## src/rtl/add_sub_pipe.sv

```systemverilog
// add_sub_pipe: pipelined signed adder/subtractor, S = A + B (k=0) or A - B (k=1),
// on N-bit two's-complement operands. The carry chain is cut into SEG-bit
// segments, one segment resolved per pipeline stage (STAGES = N/SEG), so a new
// operation can be accepted every cycle. A valid/ready handshake gives
// backpressure; every stage register advances together on en.
//
// Parameters:
//   N    operand/result width (multiple of SEG)
//   SEG  segment width per stage
//
// Ports:
//   clk        rising-edge clock
//   rst        asynchronous active-high reset
//   in_valid   operand presented          in_ready   pipeline can accept
//   a, b       signed operands            k          0 = add, 1 = subtract
//   out_valid  result available           out_ready  consumer accepts result
//   s          registered result          ovf        signed overflow of s
//
// Optional feature: define ADD_SUB_SAT_EN to clamp s to the most positive /
// most negative value when ovf is set (ovf is still reported).

module add_sub_pipe #(
    parameter int N   = 8,
    parameter int SEG = 4
) (
    input  logic         clk,
    input  logic         rst,
    input  logic         in_valid,
    output logic         in_ready,
    input  logic [N-1:0] a,
    input  logic [N-1:0] b,
    input  logic         k,
    output logic         out_valid,
    input  logic         out_ready,
    output logic [N-1:0] s,
    output logic         ovf
);

    localparam int STAGES = N / SEG;

    logic              en;

    // Per-stage state: valid bit, partial sum, carry into the next segment,
    // and the delayed A / B' operands (B' already inverted for subtract).
    logic [STAGES-1:0] valid_reg;
    logic [STAGES-1:0] valid_next;
    logic [STAGES-1:0] carry_reg;
    logic [STAGES-1:0] carry_next;
    logic [N-1:0]      a_reg     [STAGES];
    logic [N-1:0]      a_next    [STAGES];
    logic [N-1:0]      b_reg     [STAGES];
    logic [N-1:0]      b_next    [STAGES];
    logic [N-1:0]      sum_reg   [STAGES];
    logic [N-1:0]      sum_next  [STAGES];
    logic              ovf_reg;
    logic              ovf_next;

    // Per-iteration working values of the stage loop below.
    logic [N-1:0]      a_in;
    logic [N-1:0]      b_in;
    logic [N-1:0]      s_in;
    logic              c_in;
    logic              v_in;
    logic [SEG:0]      seg_sum;
    int                prev;

    assign en        = ~out_valid | out_ready;
    assign in_ready  = en;
    assign out_valid = valid_reg[STAGES-1];
    assign s         = sum_reg[STAGES-1];
    assign ovf       = ovf_reg;

    always_comb begin
        a_in     = '0;
        b_in     = '0;
        s_in     = '0;
        c_in     = 1'b0;
        v_in     = 1'b0;
        seg_sum  = '0;
        prev     = 0;
        ovf_next = 1'b0;
        for (int j = 0; j < STAGES; j++) begin
            // prev is clamped so the j = 0 iteration never indexes below 0.
            prev = (j > 0) ? j - 1 : 0;
            if (j == 0) begin
                a_in = a;
                b_in = k ? ~b : b;
                c_in = k;              // +1 completes the two's-complement negate
                s_in = '0;
                v_in = in_valid & in_ready;
            end else begin
                a_in = a_reg[prev];
                b_in = b_reg[prev];
                c_in = carry_reg[prev];
                s_in = sum_reg[prev];
                v_in = valid_reg[prev];
            end
            seg_sum = {1'b0, a_in[j*SEG +: SEG]} + {1'b0, b_in[j*SEG +: SEG]}
                    + {{SEG{1'b0}}, c_in};
            sum_next[j]              = s_in;
            sum_next[j][j*SEG +: SEG] = seg_sum[SEG-1:0];
            carry_next[j]            = seg_sum[SEG];
            valid_next[j]            = v_in;
            a_next[j]                = a_in;
            b_next[j]                = b_in;
            if (j == STAGES - 1) begin
                // Carry-in(MSB) xor carry-out(MSB) reduces to: effective operands
                // share a sign and the result sign differs from it.
                ovf_next = (a_in[N-1] ~^ b_in[N-1]) & (sum_next[j][N-1] ^ a_in[N-1]);
`ifdef ADD_SUB_SAT_EN
                // On overflow both operands share a's sign, which picks the rail.
                if (ovf_next) begin
                    sum_next[j] = a_in[N-1] ? {1'b1, {(N-1){1'b0}}}
                                            : {1'b0, {(N-1){1'b1}}};
                end
`endif
            end
        end
    end

    always_ff @(posedge clk or posedge rst) begin
        if (rst) begin
            valid_reg <= '0;
            carry_reg <= '0;
            ovf_reg   <= 1'b0;
            for (int j = 0; j < STAGES; j++) begin
                a_reg[j]   <= '0;
                b_reg[j]   <= '0;
                sum_reg[j] <= '0;
            end
        end else if (en) begin
            valid_reg <= valid_next;
            carry_reg <= carry_next;
            ovf_reg   <= ovf_next;
            for (int j = 0; j < STAGES; j++) begin
                a_reg[j]   <= a_next[j];
                b_reg[j]   <= b_next[j];
                sum_reg[j] <= sum_next[j];
            end
        end
    end

    // The last stage's operand copies and carry-out have no consumer.
    logic unused_bits;
    assign unused_bits = ^{carry_reg[STAGES-1], a_reg[STAGES-1], b_reg[STAGES-1]};

endmodule

```

## config.mk

```make
export PLATFORM = sky130hd
export DESIGN_NAME = add_sub_pipe
export DESIGN_NICKNAME = d
export VERILOG_FILES = /design/src/rtl/add_sub_pipe.sv
export SDC_FILE = /design/constraint.sdc
export NUM_CORES = 1
export LEC_CHECK = 0
export BUFFER_PORTS_ARGS = -buffer_cell sky130_fd_sc_hd__buf_4
export CORE_ASPECT_RATIO = 1.4
export CORE_UTILIZATION = 55
export DETAILED_ROUTE_END_ITERATION = 7
export GPL_ROUTABILITY_DRIVEN = 1
export PLACE_DENSITY = 0.93
export REMOVE_ABC_BUFFERS = 1
export SLEW_MARGIN = 10
export SYNTH_ARGS = -nofsm -noshare
export SYNTH_HDL_FRONTEND = slang
export SYNTH_SLANG_ARGS = --single-unit
export TNS_END_PERCENT = 1
```

## constraint.sdc

```tcl
create_clock -name clk -period 4.05 [get_ports clk]
set_input_delay 0.81 -clock clk [delete_from_list [all_inputs] [get_ports clk]]
set_output_delay 0.81 -clock clk [all_outputs]
set_load 0.1 [all_outputs]
```

After elaboration in Yosys (flattened, before gate mapping)
Cells that the tools add are included.
{"block": "op_classes", "muxes": 1, "n_div": 0, "addsub": 4, "eq_ne": 0, "shifts": 0, "reduce_logical": 0, "multipliers": 0, "order_cmp": 0, "n_bitwise": 7}
{"cell": "$mux W8", "count": 1}
{"cell": "$not A8 Y8", "count": 1}
{"cell": "$add A4 B4 Y5", "count": 1}
{"cell": "$add A5 B1 Y5", "count": 1}
{"cell": "$add A4 B1 Y4", "count": 1}
{"cell": "$add A4 B4 Y4", "count": 1}
{"cell": "$and A1 B1 Y1", "count": 2}
{"cell": "$not A1 Y1", "count": 1}
{"cell": "$or A1 B1 Y1", "count": 1}
{"cell": "$xnor A1 B1 Y1", "count": 1}
{"cell": "$xor A1 B1 Y1", "count": 1}
{"block": "word_totals", "romBits": 0, "output_inout_bits": 11, "latch_bits": 0, "ram_bits": 0, "memories": 0, "wordCells": 19, "ff_bits": 32}

Depth between registers and ports, before layout
Gate-level depths: netlist of run 1.
{"block": "depth", "word_depth": 4, "ltp_mapped": 6, "depth_no_buf": 5}

Least setup slack after synthesis of run 1
No wires, ideal clock.
{"block": "synth_timing", "path_type": "register to output", "start": "register valid_reg[1]", "end": "output in_ready", "n_path_buf": 1, "path_stages_with_launch": 4, "t_arrival_ns": 1.735, "path_slack_ns": 1.505, "cell_sequence": "dfrtp_1 and2b_1 clkinv_1 buf_2"}
{"block": "synth_between", "elab_chain_cells": 2}
{"item": "start: declaration", "line_no": "45", "text": "logic [STAGES-1:0] valid_reg;"}
{"item": "start signal: assignment", "line_no": "132", "text": "valid_reg <= valid_next;"}
{"item": "$not A1 Y1", "line_no": "67", "text": "assign en = ~out_valid | out_ready;"}
{"item": "$or A1 B1 Y1", "line_no": "67"}
{"item": "end: declaration", "line_no": "29", "text": "output logic in_ready,"}
No other way between the ends.

Final worst setup path of run 1
{"block": "layout_timing", "start": "input out_ready", "end": "output in_ready"}
{"block": "layout_between", "elab_chain_cells": 1}
{"item": "start: declaration", "line_no": "34", "text": "input logic out_ready,"}
{"item": "$or A1 B1 Y1", "line_no": "67"}
No other way between the ends.

==> summary.txt, run 1 <==
Run status
  – Status: complete, no violations

Clock tree
  – Clock buffer count from CTS: 3
  – Clock sink count: 24
  – CTS clk-pin slew, worst paths: 0.12 ns
  – CTS Root Cell: clkbuf_4
  – Clk_lat worst skew: 0.31 ns
  – # H-tree levels: 1
  – Setup Buffers After CTS: 0
  – CTS Hold Bufs: 0
  – # resized after CTS: 0
  – CTS tree: built
  – CTS Buffer Depth: 2

Setup path
  – Crit path largest cell delay: 0.62 ns
  – R2R Setup Slk: 2.23 ns
  – R2R Path Start: valid_reg[1]
  – Crit-path cells: buf_4 > and2b_1 > clkinv_1 > buf_4
  – Most common cell on crit path: buf_4
  – CP Data Required Time: 3.24 ns
  – Worst setup EP type: output pin
  – Worst Path Arrival: 2.02 ns
  – CP max-delay cell: and2b_1
  – Crit-path max FO: 22
  – R2R depth: 5
  – Crit Path Class: in2out
  – CP Launch Type: primary input
  – Worst reg2reg endpoint: s_in[3]

Floorplanning
  – Initial core utilization: 60.6%
  – Placement Rows: 19
  – Die height: 57.8 µm
  – CORE AREA: 2020 µm²
  – IO Pins: 32
  – Die footprint: 2420 µm²
  – Die Wd: 41.9 µm

GRT
  – Top Usage Layer GRT: met2
  – Vias in the first global route: 1041
  – Met1 usage: 22.1%
  – Initial antenna violation count: 0
  – First-pass GRT wire length: 4.13 mm
  – Met2 GRT Util: 46.2%
  – GRT overflow: 0
  – Largest net degree at the start of global routing: 28
  – Global Route Usage Sum: 22.6%
  – M3 GR Usage: 0.935%

Synth
  – Sequential fraction of the synthesis area: 49.0%
  – Synth Flop Type: dfrtp_1
  – Ys Warns: 0
  – EDFF count, synth: 0
  – Ys async rst share: 100%
  – Synth cell types: 26
  – Synthesized area per cell: 9.72 µm²
  – Synthesized instance count: 126
  – FF+latch count, synth: 24
  – Cell Area, Synth: 1220 µm²

Run
  – Maxcap violations: 0

Hold path
  – Hold depth: 2
  – Worst Hold Path EP: s[3]
  – Hold/Removal Path Class: reg2reg
  – Worst hold start: s[3]

Cells and area
  – P&R area growth vs syn: 21.2%
  – Largest register FFs: 8
  – Nets: 187
  – Share of cells above drive strength 1: 23.1%
  – Most frequent cells in the layout: 37 x nand2_1, 32 x buf_4, 24 x dfrtp_1
  – Design area: 1490 µm²
  – Post-Layout Cell Count: 177
  – Commonest non-fill, non-tap cell in the layout: nand2_1
  – Diode count: 0

Route
  – Via/cell ratio: 5.51
  – Vias after detailed routing: 975
  – First-pass DRT Iterations: 4
  – WL/cell: 13.8 µm
  – Final WL: 2.45 mm
  – Initial DRC Count: 10
  – Drt drc: 0
  – Final ANT Viol Nets: 0

Pwr
  – Design Power: 0.933 mW
  – Cell Pwr Density: 628 nW/µm²
  – Leakage: 0.761 nW
  – VDD IR max: 0.000369 V

Placed design
  – HPWL Detailed: 1.88 mm
  – Buffers on Ports: 31
  – Dpl cells: 174
  – Cell Area, Placed: 1460 µm²
  – Final GP Congestion: 0.771

STA
  – Tightest Pin Transition: 0.876 ns
  – Final setup viols: 0
  – Final hold slack: 0.482 ns
  – Setup TNS: 0 ns
  – Slew headroom: 41.5%
  – Clk_skew: 0.00323 ns
  – RSZ-0062 raised after global routing: no
  – Max Freq: 0.354 GHz
  – Crit path time final: 2.83 ns
  – Final hold vios: 0
  – Fin crit share: 69.8%
  – Slew Viols, Final: 0
-- layer usage --
layer  vias to the layer above  share of wire (%)
met1                       463                 37
met5                         -                  0
met3                         6                3.6
met4                         0                2.0
li1                        471                  -
met2                        35                 58
-- stage by stage --
step           setup WS [ns]  util [%]
2_1_floorplan          0.708         -
4_1_cts                 1.24      73.5
6_report                1.22      73.5
3_3_place_gp            1.27      72.4
5_1_grt                 1.11      73.5
3_5_place_dp            1.24      72.4
-- Yosys cell counts, types with 2 or more instances --
master / number / area, µm²
a21o_1: 3 / 22.5
dfrtp_1: 24 / 601
a31oi_1: 3 / 18.8
xor2_1: 5 / 43.8
a21oi_1: 4 / 20.0
buf_2: 2 / 10.0
xnor2_1: 6 / 52.6
nand2_1: 37 / 139
and3_1: 2 / 12.5
fa_1: 3 / 60.1
clkbuf_1: 2 / 7.51
ha_1: 5 / 62.6
inv_1: 4 / 15.0
nor2_1: 6 / 22.5
o21ai_0: 9 / 45.0
-- layout make-up --
class	instances	area [µm²]
clock buffers	3	22.5
flip-flops and latches	24	601
inverters	5	18.8
well taps	21	26.3
fillers	161	536
repair buffers	32	240
multi-input cells	92	577
-- logic make-up after synthesis --
logic type | synth area share, %
xor gates and xnor gates | 7.86
DFF | 49.0
and+or+nand+nor | 18.4
buffers and inverters | 3.88
muxes | 1.23
adders and majority gates | 10.0
AOI/OAI and AO/OA | 9.60
-- how the worst max path moves through the flow --
stage	start	to	depth (start not counted)
after floorplan	valid_reg[1]	in_ready	2
after global placement	out_ready	in_ready	4
after detailed placement	out_ready	in_ready	4
after CTS	out_ready	in_ready	4
after global routing	out_ready	in_ready	4
final	out_ready	in_ready	4
-- power breakdown --
group | internal [mW] | switching (mW)
sequential | 0.299 | 0.0361
clock | 0.0348 | 0.0656
combinational | 0.123 | 0.373
total | 0.458 | 0.475
-- worst max-delay path, delay by kind of cell --
family                 cells  cell delay (ns)
buffers and inverters      3             0.59
and+or+nand+nor            1             0.62
(Power assumes the default switching activity.)
==> inputs of run 2 (changes only) <==
ABC_AREA = 1   (was default)
CORE_UTILIZATION = 52   (was 55)
PLACE_DENSITY = 0.88   (was 0.93)
clock period = 2.9 ns   (was 4.05 ns; I/O delays follow)
==> summary.txt, run 2 <==
Setup path
  – Crit-path max FO: 2
  – Crit Path Class: reg2out
  – Worst setup EP type: output pin
  – R2R Setup Slk: 1.34 ns
  – Worst Path Arrival: 1.17 ns
  – CP Launch Type: flop
  – CP Data Required Time: 2.32 ns

Cells and area
  – Diode count: 0
  – P&R area growth vs syn: 17.1%
  – Commonest non-fill, non-tap cell in the layout: nand2_1
  – Largest register FFs: 8
  – Share of cells above drive strength 1: 31.4%
  – Most frequent cells in the layout: 48 x nand2_1, 32 x buf_4, 24 x dfrtp_1
  – Nets: 203
  – Design area: 1570 µm²
  – Fill count: 203

Floorplanning
  – Initial core utilization: 55.4%
  – Die Wd: 44.9 µm
  – Die footprint: 2780 µm²
  – CORE AREA: 2420 µm²
  – IO Pins: 32
  – Placement Rows: 21
  – Die height: 62.0 µm

STA
  – Slew headroom: 43.3%
  – Final WS setup: 1.15 ns
  – Crit path time final: 1.75 ns
  – Fin crit share: 60.3%
  – RSZ-0062 raised after global routing: no
  – Tightest Pin Transition: 0.850 ns
  – Slew Viols, Final: 0
  – Final setup viols: 0
  – Clk_skew: 0.00550 ns
  – Setup TNS: 0 ns
  – Max Freq: 0.572 GHz
  – Final hold vios: 0

GRT
  – Largest net degree at the start of global routing: 27
  – Initial antenna violation count: 0
  – GRT overflow: 0
  – First-pass GRT wire length: 3.79 mm
  – Global Route Usage Sum: 19.2%
  – Vias in the first global route: 943

Route
  – WL/cell: 11.3 µm
  – Drt drc: 0
  – Final ANT Viol Nets: 0
  – Via/cell ratio: 4.91
  – Initial DRC Count: 10
  – Vias after detailed routing: 1012
  – Final WL: 2.32 mm
  – First-pass DRT Iterations: 4

Synth
  – Synth area leaders: dfrtp_1 45%, nand2_1 13%, o21ai_2 7.2%, ha_1 4.7%, fa_1 4.5%
  – Top post-synthesis cells by count: 48 x nand2_1, 24 x dfrtp_1, 13 x inv_1
  – Top-count cell post-synth: nand2_1
  – Post-synth top area share: 44.9%
  – Ys Warns: 0
  – Synth cell types: 19
  – Synthesized instance count: 143
  – Post-synth top area cell: dfrtp_1
  – Synthesized area per cell: 9.36 µm²
  – Synth Flop Type: dfrtp_1
  – FF+latch count, synth: 24
  – EDFF count, synth: 0
  – Sequential fraction of the synthesis area: 44.9%
  – Cell Area, Synth: 1340 µm²
  – Ys async rst share: 100%

Placed design
  – Final GP Congestion: 0.776
  – Pre-CTS setup slack: 1.02 ns
  – Buffers on Ports: 31
  – Cell Area, Placed: 1550 µm²
  – HPWL Detailed: 1.85 mm

Clock tree
  – Clock buffer count from CTS: 3
  – CTS Hold Bufs: 0
  – Setup Buffers After CTS: 0
  – CTS tree: built
  – CTS Buffer Depth: 2
  – # resized after CTS: 0
  – Clock sink count: 24
  – CTS clk-pin slew, worst paths: 0.12 ns
  – Clk_lat worst skew: 0.31 ns
  – CTS Root Cell: clkbuf_4
  – # H-tree levels: 1

Pwr
  – VDD IR max: 0.000516 V
  – Cell Pwr Density: 849 nW/µm²
  – Leakage: 0.842 nW

Run status
  – Status: complete, no violations

Run
  – Maxcap violations: 0

Hold path
  – Hold/Removal Path Class: in2async
[run 2: cell count changes after synthesis, sizes merged, moves of 2 or more]
cell,previous run,this run
nor2,6,2
a31oi,3,0
o21ai,9,14
a21o,3,0
xnor2,6,2
and3,2,0
buf,3,6
nand3,0,8
inv,4,13
nand2,37,55
clkbuf,2,0
[run 2: path summary, 6_finish.rpt]
kind / startpoint / to / cells past startpoint
worst min register to register: valid_reg[0] / valid_reg[1] / 2
worst max-delay path: valid_reg[1] / in_ready / 3
max in group asynchronous: rst / b_in[4] / 2
min in group clk: a[7] / a_in[7] / 3
worst min-delay path: rst / s[7] / 2
worst max register to register: carry_reg[0] / s[5] / 4
[run 2: layout make-up]
cell class / count / area, µm² / area share (%)
clock buffers: 3 / 22.5 / 1.44
inverters: 14 / 65.1 / 4.15
multi-input cells: 99 / 597 / 38.1
flip-flops and latches: 24 / 601 / 38.3
well taps: 34 / 42.5 / 2.71
repair buffers: 32 / 240 / 15.3
[run 2: logic make-up (layout without fill, tap and decap cells)]
family,after synthesis,in the layout,share of synthesized area (%)
AO/OA/AOI/OAI,17,17,9.44
XOR/XNOR,8,8,5.23
adder cells (fa/ha/maj),8,8,9.16
buffers and inverters,20,49,10.6
flip-flops,24,24,44.9
AND/OR/NAND/NOR,66,66,20.7
[run 2: through the flow]
stage	power, mW	std cells	util, %	hold slack, ns
global placement	1.18	203	63.9	0.445
detailed placement	1.20	203	63.9	0.455
global route	1.40	206	64.9	0.457
CTS	1.34	206	64.9	0.468
finish	1.33	206	64.9	0.432
floorplan	1.04	137	-	0.435
[run 2: routing by layer]
metal  global-route usage, %  vias to the layer above  wire length (µm)
met5                       0                        -                 0
met4                    15.2                        0               121
met3                    2.89                       13                91
met2                    34.5                       34              1190
met1                    19.8                      464               921
li1                        -                      501                 -
[run 2: power breakdown]
group / switching [mW] / total [mW] / internal, mW
Combinational: 0.544 / 0.719 / 0.175
Clock: 0.0938 / 0.142 / 0.0486
Sequential: 0.0518 / 0.469 / 0.417
Total: 0.690 / 1.33 / 0.640
[run 2: worst max-delay path, cell delays in order, from the launching register on]
cell and delay (ns):
dfrtp_1 0.36, inv_1 0.04, or2_1 0.22, buf_4 0.24
==> inputs of run 3 (changes only) <==
CORE_UTILIZATION = 47   (was 52)
PLACE_DENSITY = 0.84   (was 0.88)
clock period = 1.6 ns   (was 2.9 ns; I/O delays follow)
==> summary.txt, run 3 (synthesis results as in run 2) <==
Cells and area
  – Largest register FFs: 8
  – Diode count: 0
  – Nets: 206
  – Fill count: 238
  – Most frequent cells in the layout: 48 x nand2_1, 34 x buf_4, 24 x dfrtp_1
  – P&R area growth vs syn: 20.5%
  – Design area: 1610 µm²
  – Commonest non-fill, non-tap cell in the layout: nand2_1
  – Share of cells above drive strength 1: 33.5%

STA
  – RSZ-0062 raised after global routing: no
  – Final hold vios: 0
  – Final setup viols: 0
  – Max Freq: 0.654 GHz
  – Tightest Pin Transition: 0.304 ns
  – Crit path time final: 1.53 ns
  – Final hold slack: 0.0331 ns
  – Fin crit share: 95.6%
  – Clk_skew: 0.00772 ns
  – Slew Viols, Final: 0
  – Final WS setup: 0.0710 ns
  – Slew headroom: 79.8%

Pwr
  – VDD IR max: 0.000716 V
  – Cell Pwr Density: 1550 nW/µm²
  – Leakage: 0.864 nW

Clock tree
  – Clock sink count: 24
  – # H-tree levels: 1
  – CTS Root Cell: clkbuf_4
  – CTS Buffer Depth: 2
  – CTS clk-pin slew, worst paths: 0.13 ns
  – Setup Buffers After CTS: 0
  – Clock buffer count from CTS: 3
  – Clk_lat worst skew: 0.31 ns
  – CTS tree: built

Route
  – Via/cell ratio: 4.85
  – Vias after detailed routing: 1028
  – First-pass DRT Iterations: 4
  – Drt drc: 0
  – Final WL: 2.46 mm
  – Final ANT Viol Nets: 0
  – Initial DRC Count: 21
  – WL/cell: 11.6 µm

Setup path
  – Crit-path cells: fa_2 > inv_1 > fa_1 > o21ai_2
  – CP bufs+invs: 1
  – CP top delay family: adder cells
  – Crit-path max FO: 2
  – Worst Path Arrival: 1.79 ns
  – Crit Path Class: reg2reg
  – Crit path largest cell delay: 0.44 ns
  – Worst setup EP type: flop
  – CP Launch Type: flop
  – CP Data Required Time: 1.86 ns
  – CP max-delay cell: dfrtp_1

GRT
  – GRT overflow: 0
  – Global Route Usage Sum: 19.3%
  – Vias in the first global route: 1018
  – First-pass GRT wire length: 4.27 mm
  – Largest net degree at the start of global routing: 25
  – Initial antenna violation count: 0

Floorplanning
  – Placement Rows: 22
  – Die Wd: 47.1 µm
  – Initial core utilization: 50.1%
  – Die height: 65.2 µm
  – Die footprint: 3070 µm²
  – IO Pins: 32
  – CORE AREA: 2670 µm²

Run
  – Maxcap violations: 0

Run status
  – Status: complete, no violations

Placed design
  – Buffers on Ports: 31
  – Cell Area, Placed: 1570 µm²
  – HPWL Detailed: 1.91 mm
  – Final GP Congestion: 0.723
  – Pre-CTS setup slack: 0.0552 ns

Hold path
  – Hold/Removal Path Class: in2async
==> run 3: cell types whose count changed in the layout (fill, tap and decap cells not counted) <==
cell      previous run  this run
clkbuf_8             0         1
buf_6                0         1
fa_1                 3         2
buf_4               32        34
fa_2                 0         1
==> run 3: stage by stage <==
stage	std cells	utilization [%]	power (mW)	TNS, ns
floorplan	137	-	1.88	-26.73
global placement	208	58.8	2.15	0
detailed placement	208	58.8	2.18	0
CTS	212	60.2	2.51	0
global route	212	60.4	2.62	0
finish	212	60.4	2.49	0
==> run 3: what timing repair did <==
item                       in CTS  in global routing
hold buffers                    0                  0
resized for setup               0                  2
setup endpoints to repair       0                  2
==> run 3: per-layer routing <==
metal  GRT usage (%)  vias up  share of wire (%)
met5               0        -                  0
met4            13.6        0                3.3
met3            1.65        8                3.3
met2            30.2       30                 53
met1            24.0      478                 40
li1                -      512                  -
==> run 3: worst paths after layout <==
kind | from | to | slack (ns) | cells after the start
worst max-delay path | carry_reg[0] | s[5] | 0.07 | 4
min in group clk | a[5] | a_in[5] | 0.20 | 3
max in group asynchronous | rst | s[4] | 1.33 | 3
worst max register to register | carry_reg[0] | s[5] | 0.07 | 4
worst min register to register | valid_reg[0] | valid_reg[1] | 0.48 | 2
worst min-delay path | rst | carry_reg[0] | 0.03 | 3
==> run 3: final cells by class <==
cell class | count | area [µm²] | share of cell area [%]
well taps | 36 | 45.0 | 2.79
flip-flops and latches | 24 | 601 | 37.2
repair buffers | 35 | 267 | 16.5
multi-input cells | 99 | 599 | 37.2
inverters | 14 | 65.1 | 4.03
clock buffers | 4 | 36.3 | 2.25
==> run 3: power by group <==
group	internal, mW	switching (mW)	leakage, nW
clock network	0.139	0.178	0.0210
registers	0.756	0.0960	0.287
logic	0.329	0.994	0.556
==> run 3: worst reg2reg max path, stage by stage, from the launching register on <==
cell	delay, ns
dfrtp_1	0.44
fa_2	0.41
inv_1	0.08
fa_1	0.42
o21ai_2	0.13
